$ cat config.mk
export PLATFORM = sky130hd
export DESIGN_NAME = program_counter_stack
export DESIGN_NICKNAME = d
export VERILOG_FILES = /design/src/rtl/program_counter_stack.sv
export SDC_FILE = /design/constraint.sdc
export NUM_CORES = 1
export LEC_CHECK = 0
export BUFFER_PORTS_ARGS = -buffer_cell sky130_fd_sc_hd__buf_2
export CAP_MARGIN = 10
export CORE_UTILIZATION = 40
export DETAILED_ROUTE_END_ITERATION = 8
export SKIP_CTS_REPAIR_TIMING = 1
export SLEW_MARGIN = 20
export SYNTH_ARGS = -nofsm -noshare
export SYNTH_HDL_FRONTEND = slang
export SYNTH_SLANG_ARGS = --single-unit
$ cat constraint.sdc
create_clock -name clock -period 7 [get_ports clock]
set_clock_uncertainty 0.15 [all_clocks]
set_input_delay 2.1 -clock clock [delete_from_list [all_inputs] [get_ports clock]]
set_output_delay 2.1 -clock clock [all_outputs]
set_load 0.02 [all_outputs]
$ cat src/rtl/program_counter_stack.sv
// Program counter with a subroutine return-address stack and a sticky fault state.
// Latency: every PC/stack update lands on the clock edge after the request; all outputs are registered or register-decoded.
// Backpressure: none; enable=0 holds all state, and FAULT ignores everything except clear_fault.
//
// Ports:
//   clock, reset_n     rising-edge clock, asynchronous active-low reset
//   enable             operate this cycle (RUN only)
//   load_n             active-low jump: PC <= address
//   call               push PC+INCREMENT_STEP, then PC <= address
//   ret                pop the top entry into PC (wins over call)
//   clear_fault        clear the sticky flags and leave FAULT
//   address            jump/call target
//   data               current PC
//   stack_depth        number of valid return-address entries
//   stack_full/empty   decoded from stack_depth
//   overflow/underflow sticky: CALL while full / RET while empty
//   fault              high while in the FAULT state
//
// Build option: define PC_STACK_TRAP_EN to vector the PC to TRAP_VECTOR on a
// stack overflow/underflow (stack flushed, block stays in RUN) instead of
// freezing in FAULT.

module program_counter_stack #(
  parameter int unsigned                 ADDRESS_WIDTH  = 16,
  parameter int unsigned                 STACK_DEPTH    = 8,
  parameter int unsigned                 INCREMENT_STEP = 1,
  parameter logic [ADDRESS_WIDTH-1:0]    TRAP_VECTOR    = ADDRESS_WIDTH'(16'h00F0)
) (
  input  logic                               clock,
  input  logic                               reset_n,
  input  logic                               enable,
  input  logic                               load_n,
  input  logic                               call,
  input  logic                               ret,
  input  logic                               clear_fault,
  input  logic [ADDRESS_WIDTH-1:0]           address,
  output logic [ADDRESS_WIDTH-1:0]           data,
  output logic [$clog2(STACK_DEPTH+1)-1:0]   stack_depth,
  output logic                               stack_full,
  output logic                               stack_empty,
  output logic                               overflow,
  output logic                               underflow,
  output logic                               fault
);

  localparam int unsigned DEPTH_W = $clog2(STACK_DEPTH + 1);
  localparam int unsigned IDX_W   = $clog2(STACK_DEPTH);

`ifdef PC_STACK_TRAP_EN
  localparam bit TRAP_EN = 1'b1;
`else
  localparam bit TRAP_EN = 1'b0;
`endif

  typedef enum logic [0:0] {
    ST_RUN   = 1'b0,
    ST_FAULT = 1'b1
  } state_t;

  // Registered state
  state_t                   r_state;
  logic [ADDRESS_WIDTH-1:0] r_pc;
  logic [DEPTH_W-1:0]       r_depth;
  logic                     r_ovf;
  logic                     r_unf;
  logic [ADDRESS_WIDTH-1:0] r_stack [STACK_DEPTH];

  // Next-state values
  state_t                   w_state_nxt;
  logic [ADDRESS_WIDTH-1:0] w_pc_nxt;
  logic [DEPTH_W-1:0]       w_depth_nxt;
  logic                     w_ovf_nxt;
  logic                     w_unf_nxt;
  logic                     w_push;

  // Helper decodes
  logic [ADDRESS_WIDTH-1:0] w_pc_inc;
  logic [IDX_W-1:0]         w_top_idx;
  logic [IDX_W-1:0]         w_push_idx;
  logic                     w_is_full;
  logic                     w_is_empty;

  // Natural truncation gives the modulo-2^ADDRESS_WIDTH wrap with no flag.
  assign w_pc_inc   = r_pc + ADDRESS_WIDTH'(INCREMENT_STEP);
  // The top entry sits at depth-1; only read when depth>0.
  assign w_top_idx  = IDX_W'(r_depth - DEPTH_W'(1));
  // The next free slot is at depth; only written when depth<STACK_DEPTH.
  assign w_push_idx = IDX_W'(r_depth);
  assign w_is_full  = (r_depth == DEPTH_W'(STACK_DEPTH));
  assign w_is_empty = (r_depth == '0);

  // State register
  always_ff @(posedge clock or negedge reset_n) begin
    if (!reset_n) begin
      r_state <= ST_RUN;
    end else begin
      r_state <= w_state_nxt;
    end
  end

  // Next-state and datapath decisions
  always_comb begin
    w_state_nxt = r_state;
    w_pc_nxt    = r_pc;
    w_depth_nxt = r_depth;
    w_ovf_nxt   = r_ovf;
    w_unf_nxt   = r_unf;
    w_push      = 1'b0;

    unique case (r_state)
      ST_RUN: begin
        // Clearing is evaluated first so a fault raised in the same cycle
        // still leaves its sticky flag set.
        if (clear_fault) begin
          w_ovf_nxt = 1'b0;
          w_unf_nxt = 1'b0;
        end

        if (enable) begin
          if (ret) begin
            // ret outranks call; a simultaneous call is silently dropped.
            if (!w_is_empty) begin
              w_pc_nxt    = r_stack[w_top_idx];
              w_depth_nxt = r_depth - DEPTH_W'(1);
            end else begin
              w_unf_nxt = 1'b1;
              if (TRAP_EN) begin
                w_pc_nxt    = TRAP_VECTOR;
                w_depth_nxt = '0;
              end else begin
                w_state_nxt = ST_FAULT;
              end
            end
          end else if (call) begin
            if (!w_is_full) begin
              w_push      = 1'b1;
              w_pc_nxt    = address;
              w_depth_nxt = r_depth + DEPTH_W'(1);
            end else begin
              w_ovf_nxt = 1'b1;
              if (TRAP_EN) begin
                w_pc_nxt    = TRAP_VECTOR;
                w_depth_nxt = '0;
              end else begin
                w_state_nxt = ST_FAULT;
              end
            end
          end else if (!load_n) begin
            w_pc_nxt = address;
          end else begin
            w_pc_nxt = w_pc_inc;
          end
        end
      end

      ST_FAULT: begin
        // PC and stack stay frozen; only clear_fault is honoured.
        if (clear_fault) begin
          w_ovf_nxt   = 1'b0;
          w_unf_nxt   = 1'b0;
          w_state_nxt = ST_RUN;
        end
      end

      default: begin
        w_state_nxt = ST_RUN;
      end
    endcase
  end

  // PC, depth and sticky flags
  always_ff @(posedge clock or negedge reset_n) begin
    if (!reset_n) begin
      r_pc    <= '0;
      r_depth <= '0;
      r_ovf   <= 1'b0;
      r_unf   <= 1'b0;
    end else begin
      r_pc    <= w_pc_nxt;
      r_depth <= w_depth_nxt;
      r_ovf   <= w_ovf_nxt;
      r_unf   <= w_unf_nxt;
    end
  end

  // Return-address storage. Contents are don't-care after reset: depth is
  // cleared, so nothing written under reset can ever be popped.
  always_ff @(posedge clock) begin
    if (w_push) begin
      r_stack[w_push_idx] <= w_pc_inc;
    end
  end

  // Outputs straight from registers or simple register decodes
  assign data        = r_pc;
  assign stack_depth = r_depth;
  assign stack_full  = w_is_full;
  assign stack_empty = w_is_empty;
  assign overflow    = r_ovf;
  assign underflow   = r_unf;
  assign fault       = (r_state == ST_FAULT);

endmodule

==> qor.txt <==
Status = finished with violations
Cells after DPL = 644
Post-route ant nets = 0
Vias = 3740
Post-synth top cells = edfxtp_1 (128), nor2_1 (35), mux4_2 (32)
Clk root buf = clkbuf_16
Fin cells = 676
Yosys top cell area share = 0.595
Max-Cap Viols = 0
Total Power = 0.00336 W
FFs w/ async S/R, synth = 0.152
Area of the mapped netlist = 6460 um^2
CTS clk-pin slew, worst paths = 0.06 ns
Via/cell ratio = 5.53
Syn. warnings = 0
Number of synthesized flops with an enable pin = 128
Total clock sinks = 151
Post-Syn Instances = 397
Worst setup EP type = output pin
Setup crit start kind = flop
Setup_tns = 0 ns
GRT Total Usage = 0.196
Area delta synth->final = 16.0%
Failing checks = design-rule violations
GR Overflow Total = 0
Post-layout nets = 473
Clock Latency Late Sink = 0.42 ns
TritonCTS clock tree = done
H-Tree Depth = 4
Worst Max-Slew Pin Slew = 1.09 ns
Wire per inst = 22.0 um
Leak = 2.58 nW
Peak VDD IR = 0.239 mV
Initial Util = 0.408
Syn_nets = 423
Core box area = 15800 um^2
DP HPWL = 9.05 mm
Util after Layout = 0.473
Post-route clock period utilization = 0.643
Slew headroom = 0.275
First-pass GRT wire length = 22.8 mm
Syn_area_per_cell = 16.3 um^2
Fraction of layout cells with a size suffix above 1 = 0.293
Setup-failing EPs final = 0
Critical Path RT = 4.75 ns
Top-count cell post-synth = edfxtp_1
Die height = 129 um
Post-route setup slack = 2.50 ns
Slew Limit Fails = 0
Tmin final = 4.50 ns
Full die area = 16700 um^2
Gpl congestion = 0.752
RSZ-0062 raised after global routing = no
IO buf count = 47
Worst slack, placed = 2.45 ns
Setup Crit Path Kind = reg2out
Synth cell types = 52
Final-report hold violation count = 0
Drt first pass iters = 6
Area contributors post-synth = edfxtp_1 (60%), mux4_2 (11%), dfrtp_1 (8.9%)
Max Clk Rate = 0.222 GHz
DRC Markers = 1
Initial antenna violation count = 0
Top_reg_cell synth = edfxtp_1
Vias in the first global route = 3809
Post-Route WL = 14.9 mm
Seq cells post-synth = 151
CTS max path bufs = 2
Die Width = 129 um
Largest net degree at the start of global routing = 39
DRT iter0 DRCs = 251
CTS buffer count = 17
Io pins = 48
HP Class = reg2reg
Power Dens Cells = 448 nW/um^2
Register area share after synthesis = 0.684
FP Rows = 46
Worst-path fanout max = 38
Antenna cell count = 0
Synth area leader = edfxtp_1
Arr. time, crit path = 2.25 ns
==> critical path: stages (launching register included) <==
cell,delay [ns]
dfrtp_2,0.34
buf_4,0.59
inv_1,0.17
ha_1,0.31
nand3b_1,0.18
inv_1,0.07
buf_2,0.16
==> placed cells by master, fill, tap and decap left out, types with 2 or more instances in the layout <==
cell / Yosys / routed
nand4_1: 3 / 3
mux4_2: 32 / 32
nand2b_1: 3 / 3
a31oi_1: 10 / 10
clkbuf_8: 3 / 3
xnor2_1: 6 / 6
ha_1: 3 / 3
buf_4: 0 / 5
o21ai_0: 13 / 13
nor2_2: 0 / 4
or3_1: 5 / 5
dfrtp_1: 23 / 22
edfxtp_1: 128 / 128
clkinv_2: 0 / 3
nand4_2: 3 / 3
a22oi_1: 5 / 5
buf_2: 5 / 47
nor3_1: 8 / 6
nand2_1: 16 / 16
nor2_1: 35 / 29
nand3_1: 7 / 7
clkbuf_16: 0 / 17
bufinv_16: 0 / 2
inv_1: 10 / 10
a21oi_1: 14 / 14
nor2b_1: 2 / 2
nor4_1: 4 / 4
a221oi_1: 6 / 6
nor3_2: 0 / 2
xor2_1: 11 / 11
clkinvlp_4: 0 / 4
a22o_1: 3 / 3
nor2_4: 1 / 3
mux2i_1: 2 / 2
a32o_1: 2 / 2
==> metrics by stage <==
| step | area (um^2) | hold WS (ns) |
|---|---|---|
| global route | 7490 | 0.378 |
| floorplan | 6460 | 0.458 |
| detailed placement | 6890 | 0.348 |
| CTS | 7480 | 0.362 |
| finish | 7490 | 0.353 |
| global placement | 6890 | 0.324 |
==> logic make-up after synthesis <==
group,after synthesis,share of synthesized area
and+or+nand+nor,95,0.0753
adders and majority gates,3,0.00581
DFF,151,0.684
muxes,34,0.115
AOI/OAI and AO/OA,66,0.0697
xor gates and xnor gates,17,0.0230
buffers and inverters,31,0.0273
==> worst paths after layout <==
path,cells past startpoint,to,slack (ns),from
max in group asynchronous,1,stack_depth[0],4.74,reset_n
worst max register to register,8,data[15],3.39,stack_depth[0]
worst min-delay path,1,underflow,0.35,underflow
worst max-delay path,6,stack_full,2.50,stack_depth[0]
worst min register to register,1,underflow,0.35,underflow
min in group asynchronous,1,data[14],1.53,reset_n
==> state kept, by name, indices dropped and copies added, names as in the netlist <==
signal / count
r_stack: 128
data: 16
stack_depth: 4
fault: 1
overflow: 1
underflow: 1
==> power breakdown <==
part           switching, W  internal, W  leakage [nW]
Clock              0.000353     0.000552         0.281
Sequential         0.000133      0.00122          1.42
Combinational      0.000674     0.000426         0.874
Total               0.00116      0.00220          2.58
==> area by class of cell <==
type                    instances  area, um^2
inverters                      10        37.5
well taps                     216         270
repair buffers                 52         273
flip-flops and latches        151        4420
fillers                      1362        8330
clock inverters                11         123
multi-input cells             215        1900
clock buffers                  21         470
==> routing by layer <==
metal	track usage	wire length, um	up-vias
met5	0	0	-
met4	0.0747	242	0
met2	0.315	7290	92
met3	0.0429	576	16
met1	0.262	6780	1958
li1	-	-	1674
(Power assumes the default switching activity.)
